### src/rtl/alu_md_control_pkg.sv
// alu_md_control_pkg: shared ALU control codes, ALUOp encodings, funct7 constants and mul/div FSM states.
package alu_md_control_pkg;
    typedef enum logic [3:0] {
        ALU_ADD   = 4'd0,
        ALU_SUB   = 4'd1,
        ALU_AND   = 4'd2,
        ALU_OR    = 4'd3,
        ALU_XOR   = 4'd4,
        ALU_SLT   = 4'd5,
        ALU_SLL   = 4'd6,
        ALU_SRL   = 4'd7,
        ALU_SRA   = 4'd8,
        ALU_SLTU  = 4'd9,
        ALU_PASSB = 4'd10
    } alu_ctrl_e;

    typedef enum logic [1:0] {
        ALUOP_RI   = 2'b00,
        ALUOP_BR   = 2'b01,
        ALUOP_ADDR = 2'b10,
        ALUOP_LUI  = 2'b11
    } alu_op_e;

    typedef enum logic [1:0] {
        S_IDLE = 2'd0,
        S_BUSY = 2'd1,
        S_DONE = 2'd2
    } md_state_e;

    localparam logic [6:0] F7_ZERO = 7'b0000000;
    localparam logic [6:0] F7_ALT  = 7'b0100000;
    localparam logic [6:0] F7_MEXT = 7'b0000001;
endpackage

### src/rtl/alu_md_control_if.sv
// alu_md_control_if: decode inputs and ALU/mul-div control outputs between pipeline and control block.
interface alu_md_control_if;
    logic [1:0] ALUOp;
    logic [2:0] funct3;
    logic [6:0] funct7;
    logic       op5;
    logic       valid_i;
    logic       flush_i;
    logic [3:0] ALUCtrl;
    logic [2:0] md_op;
    logic       md_start;
    logic       md_valid;
    logic       stall_o;
    logic       illegal_o;

    modport master (
        output ALUOp, funct3, funct7, op5, valid_i, flush_i,
        input  ALUCtrl, md_op, md_start, md_valid, stall_o, illegal_o
    );
    modport slave (
        input  ALUOp, funct3, funct7, op5, valid_i, flush_i,
        output ALUCtrl, md_op, md_start, md_valid, stall_o, illegal_o
    );
endinterface

### src/rtl/alu_md_control_decode.sv
// alu_decode: stateless ALUOp/funct decode into ALU control code, illegal flag and M-instruction detect.
module alu_decode
    import alu_md_control_pkg::*;
#(
    parameter int M_EXT = 1
) (
    input  logic [1:0] alu_op_i,
    input  logic [2:0] funct3_i,
    input  logic [6:0] funct7_i,
    input  logic       op5_i,
    output logic [3:0] alu_ctrl_o,
    output logic       illegal_o,
    output logic       is_m_o
);
    logic       m_enc, shift, alt, f7_ok, ri, bad;
    logic [3:0] base;

    always_comb begin
        ri    = alu_op_i == ALUOP_RI;
        m_enc = op5_i && funct7_i == F7_MEXT;
        shift = funct3_i[1:0] == 2'b01;
        alt   = funct7_i == F7_ALT;
        f7_ok = funct7_i == F7_ZERO || alt;
        // immediates reuse funct7 bits as data, so only R-type and shifts constrain them
        bad   = ((op5_i || shift) && !f7_ok) ||
                (op5_i && alt && funct3_i != 3'b000 && funct3_i != 3'b101);
        case (funct3_i)
            3'b000:  base = (op5_i && alt) ? ALU_SUB : ALU_ADD;
            3'b001:  base = ALU_SLL;
            3'b010:  base = ALU_SLT;
            3'b011:  base = ALU_SLTU;
            3'b100:  base = ALU_XOR;
            3'b101:  base = alt ? ALU_SRA : ALU_SRL;
            3'b110:  base = ALU_OR;
            default: base = ALU_AND;
        endcase
        is_m_o     = ri && m_enc && M_EXT != 0;
        illegal_o  = ri && (m_enc ? M_EXT == 0 : bad);
        alu_ctrl_o = alu_op_i == ALUOP_BR   ? ALU_SUB :
                     alu_op_i == ALUOP_ADDR ? ALU_ADD :
                     alu_op_i == ALUOP_LUI  ? ALU_PASSB :
                     (illegal_o || m_enc)   ? ALU_ADD : base;
    end
endmodule

### src/rtl/alu_md_control.sv
// alu_md_control: ALU decode plus the mul/div start, busy-count and result-valid sequencer.
module alu_md_control
    import alu_md_control_pkg::*;
#(
    parameter int M_EXT      = 1,
    parameter int MUL_CYCLES = 2,
    parameter int DIV_CYCLES = 33
) (
    input logic             clk,
    input logic             reset,
    alu_md_control_if.slave bus
);
    localparam logic [5:0] MUL_LD = 6'(MUL_CYCLES - 1);
    localparam logic [5:0] DIV_LD = 6'(DIV_CYCLES - 1);

    md_state_e  state_q, state_d;
    logic [5:0] cnt_q, cnt_d;
    logic [2:0] md_op_q, md_op_d;
    logic       is_m, start;

    alu_decode #(.M_EXT(M_EXT)) u_dec (
        .alu_op_i  (bus.ALUOp),
        .funct3_i  (bus.funct3),
        .funct7_i  (bus.funct7),
        .op5_i     (bus.op5),
        .alu_ctrl_o(bus.ALUCtrl),
        .illegal_o (bus.illegal_o),
        .is_m_o    (is_m)
    );

    assign start = !reset && state_q == S_IDLE && bus.valid_i && is_m && !bus.flush_i;

    always_comb begin
        state_d = state_q;
        cnt_d   = cnt_q;
        md_op_d = md_op_q;
        if (bus.flush_i) begin
            state_d = S_IDLE;
            cnt_d   = '0;
        end else if (start) begin
            state_d = S_BUSY;
            cnt_d   = bus.funct3[2] ? DIV_LD : MUL_LD;
            md_op_d = bus.funct3;
        end else if (state_q == S_BUSY) begin
            state_d = cnt_q == '0 ? S_DONE : S_BUSY;
            cnt_d   = cnt_q == '0 ? '0 : cnt_q - 6'd1;
        end else if (state_q == S_DONE) begin
            state_d = S_IDLE;
        end
    end

    always_ff @(posedge clk) begin
        if (reset) begin
            state_q <= S_IDLE;
            cnt_q   <= '0;
            md_op_q <= '0;
        end else begin
            state_q <= state_d;
            cnt_q   <= cnt_d;
            md_op_q <= md_op_d;
        end
    end

    // md_op is forwarded combinationally so the unit sees it alongside md_start
    assign bus.md_op    = start ? bus.funct3 : md_op_q;
    assign bus.md_start = start;
    assign bus.md_valid = state_q == S_DONE && !bus.flush_i && !reset;
    assign bus.stall_o  = start || state_q == S_BUSY;
endmodule

### src/flat_wrapper.sv
// flat-port wrapper written by rule: the top's interface ports become plain ports
module alu_md_control_flat import alu_md_control_pkg::*;
#(
    parameter int M_EXT      = 1,
    parameter int MUL_CYCLES = 2,
    parameter int DIV_CYCLES = 33
)
  (clk, reset, bus_ALUOp, bus_funct3, bus_funct7, bus_op5, bus_valid_i, bus_flush_i, bus_ALUCtrl, bus_md_op, bus_md_start, bus_md_valid, bus_stall_o, bus_illegal_o);
  alu_md_control_if bus_i ();
  input logic clk;
  input logic reset;
  input wire logic [$bits(bus_i.ALUOp)-1:0] bus_ALUOp;
  input wire logic [$bits(bus_i.funct3)-1:0] bus_funct3;
  input wire logic [$bits(bus_i.funct7)-1:0] bus_funct7;
  input wire logic [$bits(bus_i.op5)-1:0] bus_op5;
  input wire logic [$bits(bus_i.valid_i)-1:0] bus_valid_i;
  input wire logic [$bits(bus_i.flush_i)-1:0] bus_flush_i;
  output wire logic [$bits(bus_i.ALUCtrl)-1:0] bus_ALUCtrl;
  output wire logic [$bits(bus_i.md_op)-1:0] bus_md_op;
  output wire logic [$bits(bus_i.md_start)-1:0] bus_md_start;
  output wire logic [$bits(bus_i.md_valid)-1:0] bus_md_valid;
  output wire logic [$bits(bus_i.stall_o)-1:0] bus_stall_o;
  output wire logic [$bits(bus_i.illegal_o)-1:0] bus_illegal_o;
  assign bus_i.ALUOp = bus_ALUOp;
  assign bus_i.funct3 = bus_funct3;
  assign bus_i.funct7 = bus_funct7;
  assign bus_i.op5 = bus_op5;
  assign bus_i.valid_i = bus_valid_i;
  assign bus_i.flush_i = bus_flush_i;
  assign bus_ALUCtrl = bus_i.ALUCtrl;
  assign bus_md_op = bus_i.md_op;
  assign bus_md_start = bus_i.md_start;
  assign bus_md_valid = bus_i.md_valid;
  assign bus_stall_o = bus_i.stall_o;
  assign bus_illegal_o = bus_i.illegal_o;
  alu_md_control #(.M_EXT(M_EXT), .MUL_CYCLES(MUL_CYCLES), .DIV_CYCLES(DIV_CYCLES)) u_core (.clk(clk), .reset(reset), .bus(bus_i));
endmodule
### config.mk
export PLATFORM = sky130hd
export DESIGN_NAME = alu_md_control_flat
export DESIGN_NICKNAME = d
export VERILOG_FILES = /design/src/rtl/alu_md_control_pkg.sv /design/src/rtl/alu_md_control_if.sv /design/src/rtl/alu_md_control_decode.sv /design/src/rtl/alu_md_control.sv /design/src/flat_wrapper.sv
export SDC_FILE = /design/constraint.sdc
export NUM_CORES = 1
export LEC_CHECK = 0
export CAP_MARGIN = 15
export CORE_MARGIN = 5
export CORE_UTILIZATION = 45
export DETAILED_ROUTE_END_ITERATION = 10
export PLACE_DENSITY = 0.87
export SETUP_SLACK_MARGIN = 0.02
export SLEW_MARGIN = 5
export SYNTH_ARGS = -nofsm -noshare
export SYNTH_HDL_FRONTEND = slang
export SYNTH_SLANG_ARGS = --single-unit
### constraint.sdc
create_clock -name clk -period 2.67 [get_ports clk]
set_input_delay 0.801 -clock clk [delete_from_list [all_inputs] [get_ports clk]]
set_output_delay 0.801 -clock clk [all_outputs]
set_load 0.05 [all_outputs]
==> results of run 1 <==
kinds of logic after synthesis:
family	Yosys count
flip-flops	11
AO/OA/AOI/OAI	31
multiplexers	3
buffers and inverters	12
adder cells (fa/ha/maj)	5
XOR/XNOR	2
AND/OR/NAND/NOR	53
Yosys cell counts (2+ instances only):
cell	count
a22oi_1	2
buf_2	3
a211oi_1	3
mux2i_1	2
a21oi_1	11
o21ai_0	6
dfxtp_1	11
nor2_1	8
nand2_1	15
nand2b_1	2
inv_1	7
nor3_1	6
nand3_1	5
nand4_1	6
ha_1	5
nor2b_1	3
through the flow:
stage | instances | hold slack, ps | util | setup TNS [ps]
2_1_floorplan | 117 | 448 | - | -871
3_3_place_gp | 190 | 456 | 0.846 | -5010
3_5_place_dp | 190 | 477 | 0.846 | -5700
==> results by group, run 1 <==
Yosys
  • Synth cell types: 38
  • Syn nets: about 140
  • EDFF count, synth: 0
  • Register area share after synthesis: 0.255
  • XOR/XNOR Fraction of Synth Area: 0.0203
  • Yosys top cell by area: dfxtp_1
  • Largest family of logic cells by synthesized area: simple AND/OR/NAND/NOR gates
  • Synth Cell Area: approximately 860 sq um
  • Post-synth top flop: dfxtp_1
  • Top-area cell type share of the netlist area: 0.255
  • Synth Area in Compound Gates: 0.232
  • Asr flop ratio synth: 0
  • Top cells by area, synth: dfxtp_1 25%, ha_1 7.2%, nand2_1 6.5%
  • Ys Warns: 0
  • Syn avg cell area: approximately 7.4 sq um
  • Adder-cell area share of the yosys netlist: 0.0724
  • Simple-gate portion of the synthesized area: 0.329
  • Synth Register Bits: 11
  • Multiplexer share of the synthesized area: 0.0362
  • Cells after synthesis: 117

Clocking
  • Maximum clock path buffer count: 2
  • Clk root buf: clkbuf_4
  • Clock H-tree levels: 1
  • Total CTS buffers: 3
  • Hold_buf cts: 0
  • Post-CTS Setup Bufs: 27
  • # clock sinks: 11
  • Post_cts resized: 105

Floorplan
  • Io pins: 28
  • Row cnt: 15
  • Die H: between 50 and 60 um
  • Die X: 53.8 um
  • Starting Density: 0.485

Run status
  • First error: [ERROR DPL-0038] Utilization greater than 100%, impossible to legalize
  • Outcome: aborted with a tool error
  • Failed at: 4_1_cts

Placed design
  • Placed cell area: roughly 1500 sq um
  • GP Congestion: ~0.9
  • IO Port Bufs: 27
  • Pre-CTS WS: -704 ps
  • Detailed placement HPWL: about 2600 um
==> inputs of run 2 (changes only) <==
CORE_AREA = 5 5 66 68   (was not set)
CORE_MARGIN = not set   (was 5)
CORE_UTILIZATION = not set   (was 45)
DIE_AREA = 0 0 71 73   (was not set)
PLACE_DENSITY = not set   (was 0.87)
PLACE_DENSITY_LB_ADDON = 0.15   (was not set)
SETUP_SLACK_MARGIN = not set   (was 0.02)
==> run 2 against run 1 <==
- the flow now finishes, with violations (setup timing)
- synthesized cell count did not move
- synthesized area stayed put
==> results by group, run 2 <==
Floorplan
  • Total die area: 5180 sq um
  • Core Box Area: approximately 3800 sq um
  • Die X: ~71 um
  • Row cnt: 23
  • Io pins: 28
  • Starting Density: 0.228
  • Die H: approximately 73 um

Critical path
  • CP most frequent cell: buf_4
  • Worst-path fanout max: 4
  • Worst-path cell chain: buf_2 -> and4bb_2 -> nand4_1 -> buf_6 -> o21ai_2 -> buf_4 -> buf_4 -> buf_4 -> buf_4 -> buf_4 -> buf_4 -> buf_4 -> buf_4 -> buf_4 -> buf_4 -> buf_4 -> buf_4 -> a21oi_2
  • Req. time, crit path: around 2800 ps
  • Critical path type: input pin to flip-flop
  • Slowest cell on the critical path: and4bb_2
  • Worst path max stage delay: between 200 and 300 ps
  • WP data arrival: slightly above 3000 ps
  • Kind of end point of the critical path: flip-flop
  • Startpoint types: input pin

Yosys
  • Top-area cell type share of the netlist area: 0.255
  • Post-synth top flop: dfxtp_1
  • Synth Cell Area: slightly below 900 sq um
  • Asr flop ratio synth: 0
  • Yosys top cell by area: dfxtp_1
  • Synth cell types: 38
  • Syn avg cell area: about 7.4 sq um
  • Register area share after synthesis: 0.255
  • Synth Register Bits: 11
  • Cells after synthesis: about 120
  • Syn nets: between 100 and 150
  • Top cells by area, synth: dfxtp_1 25%, ha_1 7.2%, nand2_1 6.5%
  • Ys Warns: 0
  • Commonest cells post-synth: 15 x nand2_1, 11 x a21oi_1, 11 x dfxtp_1, 8 x nor2_1, 7 x inv_1
  • Most common cell in the netlist: nand2_1
  • EDFF count, synth: 0

Power
  • IR drop worst, VDD: ~0.23 mV
  • Static Leakage: approximately 0.78 nW
  • Total power: slightly below 0.5 mW
  • Pwr dens: approximately 260 nW/um^2

Final layout
  • Most common cell after layout, fill and taps aside: buf_4
  • # fillers: between 300 and 400
  • Commonest cells after routing, fill and taps aside: 42 x buf_4, 14 x buf_6, 13 x nand2_1
  • Area grow syn2layout: 122%
  • Max FFs per register: 6
  • Nets: between 200 and 250
  • Largest registers: u_core.cnt_q: 6 flops, u_core.md_op_q: 3 flops, u_core.state_q: 2 flops
  • Final antenna diode count: 0
  • Core Util, Final: 0.505
  • Finished layout cell area: about 1900 sq um
  • Layout cells sized above 1: 0.572
  • Largest register by flop count: u_core.cnt_q

Clocking
  • Clock H-tree levels: 1
  • Clock Latency Late Sink: 230 ps
  • # clock sinks: 11
  • Clk root buf: clkbuf_8
  • CTS tree: yes
  • Maximum clock path buffer count: 2
  • Clk slew on worst S/H paths: approximately 50 ps
  • Hold_buf cts: 0
  • Total CTS buffers: 3

Placed design
  • Detailed placement HPWL: between 2000 and 2500 um
  • IO Port Bufs: 27
  • GP Congestion: 0.845
  • Placed cell area: between 1500 and 2000 sq um

Timing
  • Final Setup Violations: 11
  • Fin. Hold Viols: 0
  • Slew of the pin with the lowest slew margin: 500 ps
  • Rel. slew slack: 0.664
  • RSZ-0062 raised after global routing: true
  • Slew Limit Fails: 0
  • Minimum clock period: about 3000 ps
  • PnR worst setup slack: -264 ps
  • Peak Freq: 0.341 GHz
  • Fin crit share: 1.10
  • Skew final: ~2.4 ps

Routing
  • WL final: between 3000 and 4000 um
  • Drt first pass iters: 4
  • DRC: 0
  • Detailed Route Iter0 Violations: about 60
  • WL per Instance: 14.2 um
  • ANT nets after route: 0
  • DR vias: 1186
  • Vias per inst: 4.86

GRT
  • Number of global-route vias before repair: 1207
  • Gr ovfl total: 0
  • Total global-route track usage: 0.134
  • First-pass GRT wire length: around 5600 um
  • Largest net degree at the start of global routing: 9
  • Antenna violations before repair: 0

Min path
  • Worst min-delay path category: flip-flop to flip-flop

Run status
  • Outcome: finished, violations left
  • Violated checks: setup timing

Flow run
  • # Max-Cap Violations: 0
==> run 2: cell counts after synthesis <==
Identical to the previous run, type by type.
==> run 2: through the flow <==
| stage | setup WS (ps) | TNS, ps | instances | hold slack (ps) |
|---|---|---|---|---|
| after CTS | -254 | -2020 | 238 | 475 |
| after detailed placement | -613 | -5280 | 212 | 467 |
| after floorplan | -288 | -871 | 117 | 448 |
| after global routing | -319 | -2420 | 244 | 493 |
| final | -264 | -1790 | 244 | 471 |
| after global placement | -603 | -5290 | 212 | 459 |
==> run 2: report_power, final <==
part	total [mW]	switching, mW	internal [mW]	leakage (nW)
combinational	0.166	0.0832	0.0828	0.671
clock	0.163	0.0589	0.105	0.0228
sequential	0.165	0.00000510	0.165	0.0885
==> run 2: layout make-up <==
class	count	area (sq um)	area share
Multi-Input combinational cell	94	810	0.422
Timing Repair Buffer	77	751	0.391
Sequential cell	11	220	0.115
Tap cell	50	62.6	0.0326
Clock buffer	4	45.0	0.0235
Inverter	8	30.0	0.0157
==> run 2: kinds of logic after synthesis <==
group | after synthesis | synth area share
simple gates | 53 | 0.329
compound gates | 31 | 0.232
buf+inv | 12 | 0.0564
flops | 11 | 0.255
fa+ha+maj | 5 | 0.0724
mux | 3 | 0.0362
xor+xnor | 2 | 0.0203
==> run 2: metal layers <==
layer	wire length (um)	GRT usage	part of all wire	vias up
met1	1290	0.144	0.37	559
met4	86	0.0689	0.025	0
met5	0	0	0	-
met2	1910	0.248	0.55	38
li1	-	-	-	581
met3	186	0.0275	0.054	8
==> run 2: final timing paths <==
path              cells past startpoint                             end                      startpoint  slack, ps
setup / recovery                     18  u_core.md_op_q[0]$_SDFFE_PP0N_                         bus_op5       -260
hold / removal                        2    u_core.cnt_q[4]$_SDFFE_PP0P_    u_core.cnt_q[4]$_SDFFE_PP0P_        470
hold reg to reg                       2    u_core.cnt_q[4]$_SDFFE_PP0P_    u_core.cnt_q[4]$_SDFFE_PP0P_        470
setup reg to reg                     20  u_core.md_op_q[0]$_SDFFE_PP0N_  u_core.state_q[0]$_SDFFE_PP0P_       -200
==> run 2: timing repair <==
| item | 4_1_cts | 5_1_grt |
|---|---|---|
| pin swaps | 20 | 12 |
| setup buffers | 22 | 6 |
| resized for setup | 75 | 32 |
| setup endpoints to repair | 10 | 11 |
==> run 2: critical path, delay by kind of cell <==
kind	cells	cell delay, ps
buffers and inverters	14	1740
AOI/OAI and AO/OA	2	180
and+or+nand+nor	2	370
No activity file was read; power rests on OpenSTA's default activity.
==> inputs of run 3 (changes only) <==
CTS_BUF_LIST = sky130_fd_sc_hd__clkbuf_4   (was not set)
PLACE_DENSITY = 0.52   (was not set)
PLACE_DENSITY_LB_ADDON = not set   (was 0.15)
==> run 3 against run 2 <==
- the flow still finishes with violations (setup timing)
- setup slack better by 52 ps
- global-route usage is 0.87 points lower
- clock power is 26% lower
- critical path depth is 10 lower
- clock-buffer cell count stayed put
- combinational power is 7% higher
- non-clock buffer count is 8 lower
- flip-flop and latch count stayed put
- total power is 6.7% lower
- critical path type is now input pin to output pin
- highest routed layer unchanged
==> results by group, run 3 (same netlist as run 2, synthesis figures left out) <==
Final layout
  • Max FFs per register: 6
  • Largest registers: u_core.cnt_q: 6 flops, u_core.md_op_q: 3 flops, u_core.state_q: 2 flops
  • Final antenna diode count: 0
  • Commonest cells after routing, fill and taps aside: 30 x buf_4, 16 x buf_6, 11 x a21oi_1, 11 x dfxtp_1, 10 x buf_12
  • Post-Layout Cell Count: 236
  • Layout cells sized above 1: 0.570
  • Largest register by flop count: u_core.cnt_q
  • Area grow syn2layout: 123%
  • Nets: about 210
  • Most common cell after layout, fill and taps aside: buf_4

Critical path
  • Slowest cell on the critical path: o41ai_4
  • Req. time, crit path: about 1900 ps
  • Worst-path cell chain: buf_8 -> xor2_2 -> o211ai_1 -> buf_4 -> buf_4 -> o2111ai_4 -> o41ai_4 -> buf_12
  • Buf/Inv on CP: 4
  • Worst-path fanout max: 4
  • CP Depth: 8
  • Startpoint types: input pin
  • CP delay by family, top: compound AO/OA/AOI/OAI gates
  • Kind of end point of the critical path: output pin
  • Critical path type: input pin to output pin
  • WP data arrival: ~2100 ps
  • Worst path max stage delay: roughly 290 ps
  • CP most frequent cell: buf_4
  • Worst r2r path cells: 6

Routing
  • Detailed Route Iter0 Violations: just over 60
  • Vias per inst: 4.86
  • Drt first pass iters: 4
  • WL per Instance: about 14 um
  • WL final: approximately 3300 um
  • DRC: 0
  • DR vias: ~1100
  • ANT nets after route: 0

Min path
  • WHS Path Cells: 2
  • Worst min-delay path category: flip-flop to flip-flop

Timing
  • Minimum clock period: a little under 3000 ps
  • Fin. Hold Viols: 0
  • RSZ-0062 raised after global routing: true
  • Peak Freq: 0.347 GHz
  • Hold_ws: about 480 ps
  • PnR worst setup slack: -212 ps
  • Slew Limit Fails: 0
  • Rel. slew slack: 0.674
  • Fin crit share: 1.08
  • Slew of the pin with the lowest slew margin: between 400 and 500 ps
  • Final Setup Violations: 10
  • Skew final: between 1.5 and 2 ps

Flow run
  • # Max-Cap Violations: 0

Floorplan
  • Core Box Area: 3800 sq um
  • Die X: about 71 um
  • Row cnt: 23
  • Io pins: 28
  • Die H: 73 um
  • Total die area: 5180 sq um
  • Starting Density: 0.228

Clocking
  • Clock H-tree levels: 1
  • Maximum clock path buffer count: 2
  • Total CTS buffers: 3
  • Clk root buf: clkbuf_4
  • Hold_buf cts: 0
  • # clock sinks: 11
  • Clock Latency Late Sink: 260 ps
  • CTS tree: yes
  • Clk slew on worst S/H paths: roughly 70 ps

Placed design
  • GP Congestion: a little over 0.8
  • IO Port Bufs: 27
  • Detailed placement HPWL: approximately 2300 um
  • Placed Cells: around 220

GRT
  • Gr ovfl total: 0
  • Total global-route track usage: 0.126
  • Antenna violations before repair: 0
  • First-pass GRT wire length: 5310 um
  • Largest net degree at the start of global routing: 9
  • Number of global-route vias before repair: 1170

Power
  • IR drop worst, VDD: ~0.22 mV
  • Pwr dens: approximately 240 nW/um^2
  • Static Leakage: just under 0.8 nW

Run status
  • Violated checks: setup timing
  • Outcome: finished, violations left
[run 3: changes by cell type in the layout (fill, tap and decap cells not counted), moves of 3 or more]
| cell | previous run | this run |
|---|---|---|
| buf_4 | 42 | 30 |
| clkbuf_4 | 0 | 4 |
| nand2_1 | 13 | 9 |
| clkbuf_8 | 3 | 0 |
[run 3: metrics by stage]
stage	total power, mW	worst slack, ps	area, sq um	setup TNS (ps)	utilization
global placement	0.298	-594	1540	-5200	0.406
CTS	0.450	-249	1800	-1510	0.474
detailed placement	0.300	-646	1540	-5400	0.406
global route	0.487	-295	1930	-2060	0.507
floorplan	0.227	-288	941	-871	-
finish	0.461	-212	1930	-1450	0.507
[run 3: path summary, 6_finish.rpt]
| path | start | slack (ps) | end |
|---|---|---|---|
| max | bus_funct3[0] | -210 | bus_ALUCtrl[0] |
| min | u_core.md_op_q[2]$_SDFFE_PP0N_ | 480 | u_core.md_op_q[2]$_SDFFE_PP0N_ |
| max reg2reg | u_core.state_q[1]$_SDFFE_PP0P_ | 910 | u_core.cnt_q[3]$_SDFFE_PP0P_ |
| min reg2reg | u_core.md_op_q[2]$_SDFFE_PP0N_ | 480 | u_core.md_op_q[2]$_SDFFE_PP0N_ |
[run 3: repair_timing]
action,in CTS,in global routing
buffers inserted,10,7
setup endpoints to repair,10,11
gates resized for setup,94,28
pin swaps,19,15
[run 3: worst min-delay path, delay by kind of cell, from the launching register on]
family          cells  cell delay, ps
flops               1             330
compound gates      2             110
[run 3: report_power, final]
part / internal, mW / switching [mW] / total [mW]
Combinational: 0.0914 / 0.0859 / 0.177
Clock: 0.0679 / 0.0518 / 0.120
Sequential: 0.164 / 0.00000629 / 0.164
[run 3: cell type report]
class / instances / area [sq um]
fillers: 353 / 1870
well taps: 50 / 62.6
inverters: 8 / 30.0
multi-input cells: 94 / 862
clock buffers: 4 / 30.0
flip-flops and latches: 11 / 220
repair buffers: 69 / 722
[run 3: per-layer routing]
metal / vias to the layer above / part of all wire / global-route usage
met2: 30 / 0.54 / 0.236
li1: 566 / - / -
met1: 542 / 0.39 / 0.137
met3: 8 / 0.045 / 0.0248
met5: - / 0 / 0
met4: 0 / 0.026 / 0.0522
==> inputs of run 4 (changes only) <==
ABC_AREA = 1   (was not set)
PLACE_DENSITY = 0.56   (was 0.52)
TNS_END_PERCENT = 30   (was not set)
==> run 4 against run 3 <==
- the run now ends clean
- final area fell by 1.6%
- combinational power shrank 11%
- setup slack improved by 230 ps
- core utilization down 0.82 points
- worst hold slack improved by 3.2 ps
- first-iteration DRC count down 51%
- wire length shrank 12%
- critical path type unchanged
- critical endpoint is now bus_ALUCtrl[3]
- largest cell class unchanged
==> results by group, run 4 <==
Run status
  • Outcome: completed

Clocking
  • Clock H-tree levels: 1
  • Clk slew on worst S/H paths: roughly 80 ps
  • Total CTS buffers: 3
  • Hold_buf cts: 0
  • Clk root buf: clkbuf_4
  • Maximum clock path buffer count: 2
  • # clock sinks: 11
  • Clock Latency Late Sink: about 270 ps
  • CTS tree: yes

Final layout
  • Multi-input gate area: slightly below 800 sq um
  • Area grow syn2layout: 87.7%
  • Finished layout cell area: ~1900 sq um
  • Most common cell after layout, fill and taps aside: buf_4
  • Final antenna diode count: 0
  • Layout cells sized above 1: 0.483
  • Max FFs per register: 6
  • # fillers: roughly 360
  • Largest register by flop count: u_core.cnt_q
  • Largest registers: u_core.cnt_q: 6 flops, u_core.md_op_q: 3 flops, u_core.state_q: 2 flops
  • Sequential cell area: ~220 sq um
  • Nets: roughly 260
  • Core Util, Final: 0.499
  • Commonest cells after routing, fill and taps aside: 33 x buf_4, 29 x nand2_1, 28 x inv_1

Critical path
  • Startpoint types: input pin
  • R2R Path Start: u_core.state_q[1]$_SDFFE_PP0P_
  • Kind of end point of the critical path: output pin
  • R2R Setup Slk: approximately 770 ps
  • Worst-path fanout max: 4
  • Critical path type: input pin to output pin
  • Req. time, crit path: around 1900 ps
  • WP data arrival: 1850 ps
  • Worst r2r path cells: 12
  • Reg2Reg Capture Point: u_core.cnt_q[5]$_SDFFE_PP0P_

Routing
  • Drt first pass iters: 4
  • DR vias: 1261
  • WL per Instance: ~10 um
  • DRC: 0
  • Vias per inst: 4.41
  • WL final: between 2000 and 3000 um
  • Detailed Route Iter0 Violations: 30
  • ANT nets after route: 0

Yosys
  • Synth Cell Area: 1010 sq um
  • Top cells by area, synth: dfxtp_1 22%, nand2_1 15%, inv_1 13%
  • Adder-cell area share of the yosys netlist: 0.0620
  • Ys Warns: 0
  • Synth Area in Compound Gates: 0.124
  • Commonest cells post-synth: 41 x nand2_1, 36 x inv_1, 20 x nor2_1, 11 x dfxtp_1, 10 x nand3_1
  • Asr flop ratio synth: 0
  • Register area share after synthesis: 0.218
  • Syn avg cell area: just under 6 sq um
  • Synth cell types: 28
  • Simple-gate portion of the synthesized area: 0.403
  • XOR/XNOR Fraction of Synth Area: 0.0260
  • Syn nets: 192
  • Multiplexer share of the synthesized area: 0
  • EDFF count, synth: 0
  • Post-synth top flop: dfxtp_1
  • Largest family of logic cells by synthesized area: simple AND/OR/NAND/NOR gates
  • Top-area cell type share of the netlist area: 0.218
  • Cells after synthesis: 170
  • Most common cell in the netlist: nand2_1
  • Yosys top cell by area: dfxtp_1
  • Synth Register Bits: 11

Min path
  • Hold Startpoint: u_core.cnt_q[1]$_SDFFE_PP0P_
  • Worst min-delay path category: flip-flop to flip-flop
  • WHS Path Cells: 2
  • Hold Path End: u_core.cnt_q[1]$_SDFFE_PP0P_

Timing
  • Peak Freq: 0.377 GHz
  • Fin crit share: 0.993
  • Slew of the pin with the lowest slew margin: ~280 ps
  • Final Setup Violations: 0
  • Skew final: between 4 and 5 ps
  • Slew Limit Fails: 0
  • RSZ-0062 raised after global routing: true
  • Rel. slew slack: 0.815
  • Minimum clock period: about 2700 ps
  • Fin. Hold Viols: 0

Floorplan
  • Starting Density: 0.266
  • Die X: slightly above 70 um
  • Row cnt: 23
  • Total die area: 5180 sq um
  • Die H: around 73 um
  • Io pins: 28
  • Core Box Area: 3800 sq um

GRT
  • Largest net degree at the start of global routing: 9
  • Number of global-route vias before repair: about 1300
  • Total global-route track usage: 0.121
  • First-pass GRT wire length: 5220 um
  • Antenna violations before repair: 0
  • Gr ovfl total: 0

Placed design
  • Placed cell area: between 1500 and 2000 sq um
  • GP Congestion: 0.892
  • IO Port Bufs: 27
  • Detailed placement HPWL: 2140 um

Power
  • IR drop worst, VDD: around 0.16 mV
  • Share of total power in the clock network: 0.282
  • Net Sw Frac: 0.306
  • Pwr dens: roughly 240 nW/um^2
  • Static Leakage: between 0.9 and 1 nW
  • Internal: around 0.31 mW
  • Sequential power share: 0.366
  • NetSw: between 0.1 and 0.15 mW
  • Combinational share of power: 0.352

Flow run
  • # Max-Cap Violations: 0
==> run 4: cell types whose count changed in the layout (fill, tap and decap cells not counted), sizes merged, moves of 3 or more <==
cell / change
inv: +33
nand2: +29
nor2: +14
nand3: +7
a21oi: -6
nor3: -6
nor2b: -3
o21ai: +3
==> run 4: kinds of logic (layout without fill, tap and decap cells) <==
| family | count (synthesis) | after routing |
|---|---|---|
| AOI/OAI and AO/OA | 22 | 22 |
| xor gates and xnor gates | 3 | 3 |
| adders and majority gates | 5 | 5 |
| buffers and inverters | 43 | 108 |
| DFF | 11 | 11 |
| and+or+nand+nor | 86 | 87 |
==> run 4: how the worst max path moves through the flow <==
stage	startpoint	end	depth (start not counted)
after detailed placement	bus_funct7[5]	bus_ALUCtrl[3]	9
final	bus_funct7[3]	bus_ALUCtrl[3]	9
after global placement	bus_funct7[5]	bus_ALUCtrl[0]	9
after floorplan	bus_funct7[3]	bus_ALUCtrl[0]	7
after global routing	bus_ALUOp[0]	bus_md_op[2]	8
after CTS	bus_funct7[6]	bus_ALUCtrl[3]	11
==> run 4: critical path: stages <==
cell      delay (ps)
buf_6            100
nor2_4           120
nand2_2           70
nor2_4           170
a21oi_2          100
nand2_2          100
nand2_4           80
o21bai_4         150
buf_12           150
==> run 4: stage by stage <==
stage	setup WS, ps	TNS [ps]	std cells	power (mW)	hold slack [ps]
4_1_cts	2.04	0	283	0.435	488
2_1_floorplan	-271	-791	170	0.222	440
6_report	19.7	0	286	0.447	485
5_1_grt	-47.0	-208	286	0.473	531
3_3_place_gp	-442	-3740	267	0.299	452
3_5_place_dp	-487	-3830	267	0.298	464
==> run 4: routing by layer <==
layer,part of all wire,GRT usage,wire (um),vias up
li1,-,-,-,654
met1,0.43,0.146,1260,567
met2,0.51,0.214,1480,30
met3,0.032,0.0234,92,10
met4,0.027,0.0418,78,0
met5,0,0,0,-
==> run 4: cell type report <==
class | count | area share
timing repair buffer | 63 | 0.340
clock buffer | 4 | 0.0158
sequential | 11 | 0.116
multi-input combinational | 117 | 0.411
tap | 50 | 0.0330
inverter | 41 | 0.0838
==> run 4: power groups by stage <==
stage	clock network, mW	registers, mW	logic (mW)
finish	0.126	0.164	0.157
global route	0.140	0.164	0.169
CTS	0.129	0.164	0.142
detailed placement	0	0.168	0.131
global placement	0	0.168	0.131
floorplan	0	0.168	0.0539
==> run 4: repair_timing <==
| action | CTS | global route |
|---|---|---|
| buffers inserted | 11 | 3 |
| pin swaps | 25 | 23 |
| resized for setup | 94 | 32 |
| cloned | 1 | 0 |
| endpoints found under the setup margin | 10 | 11 |
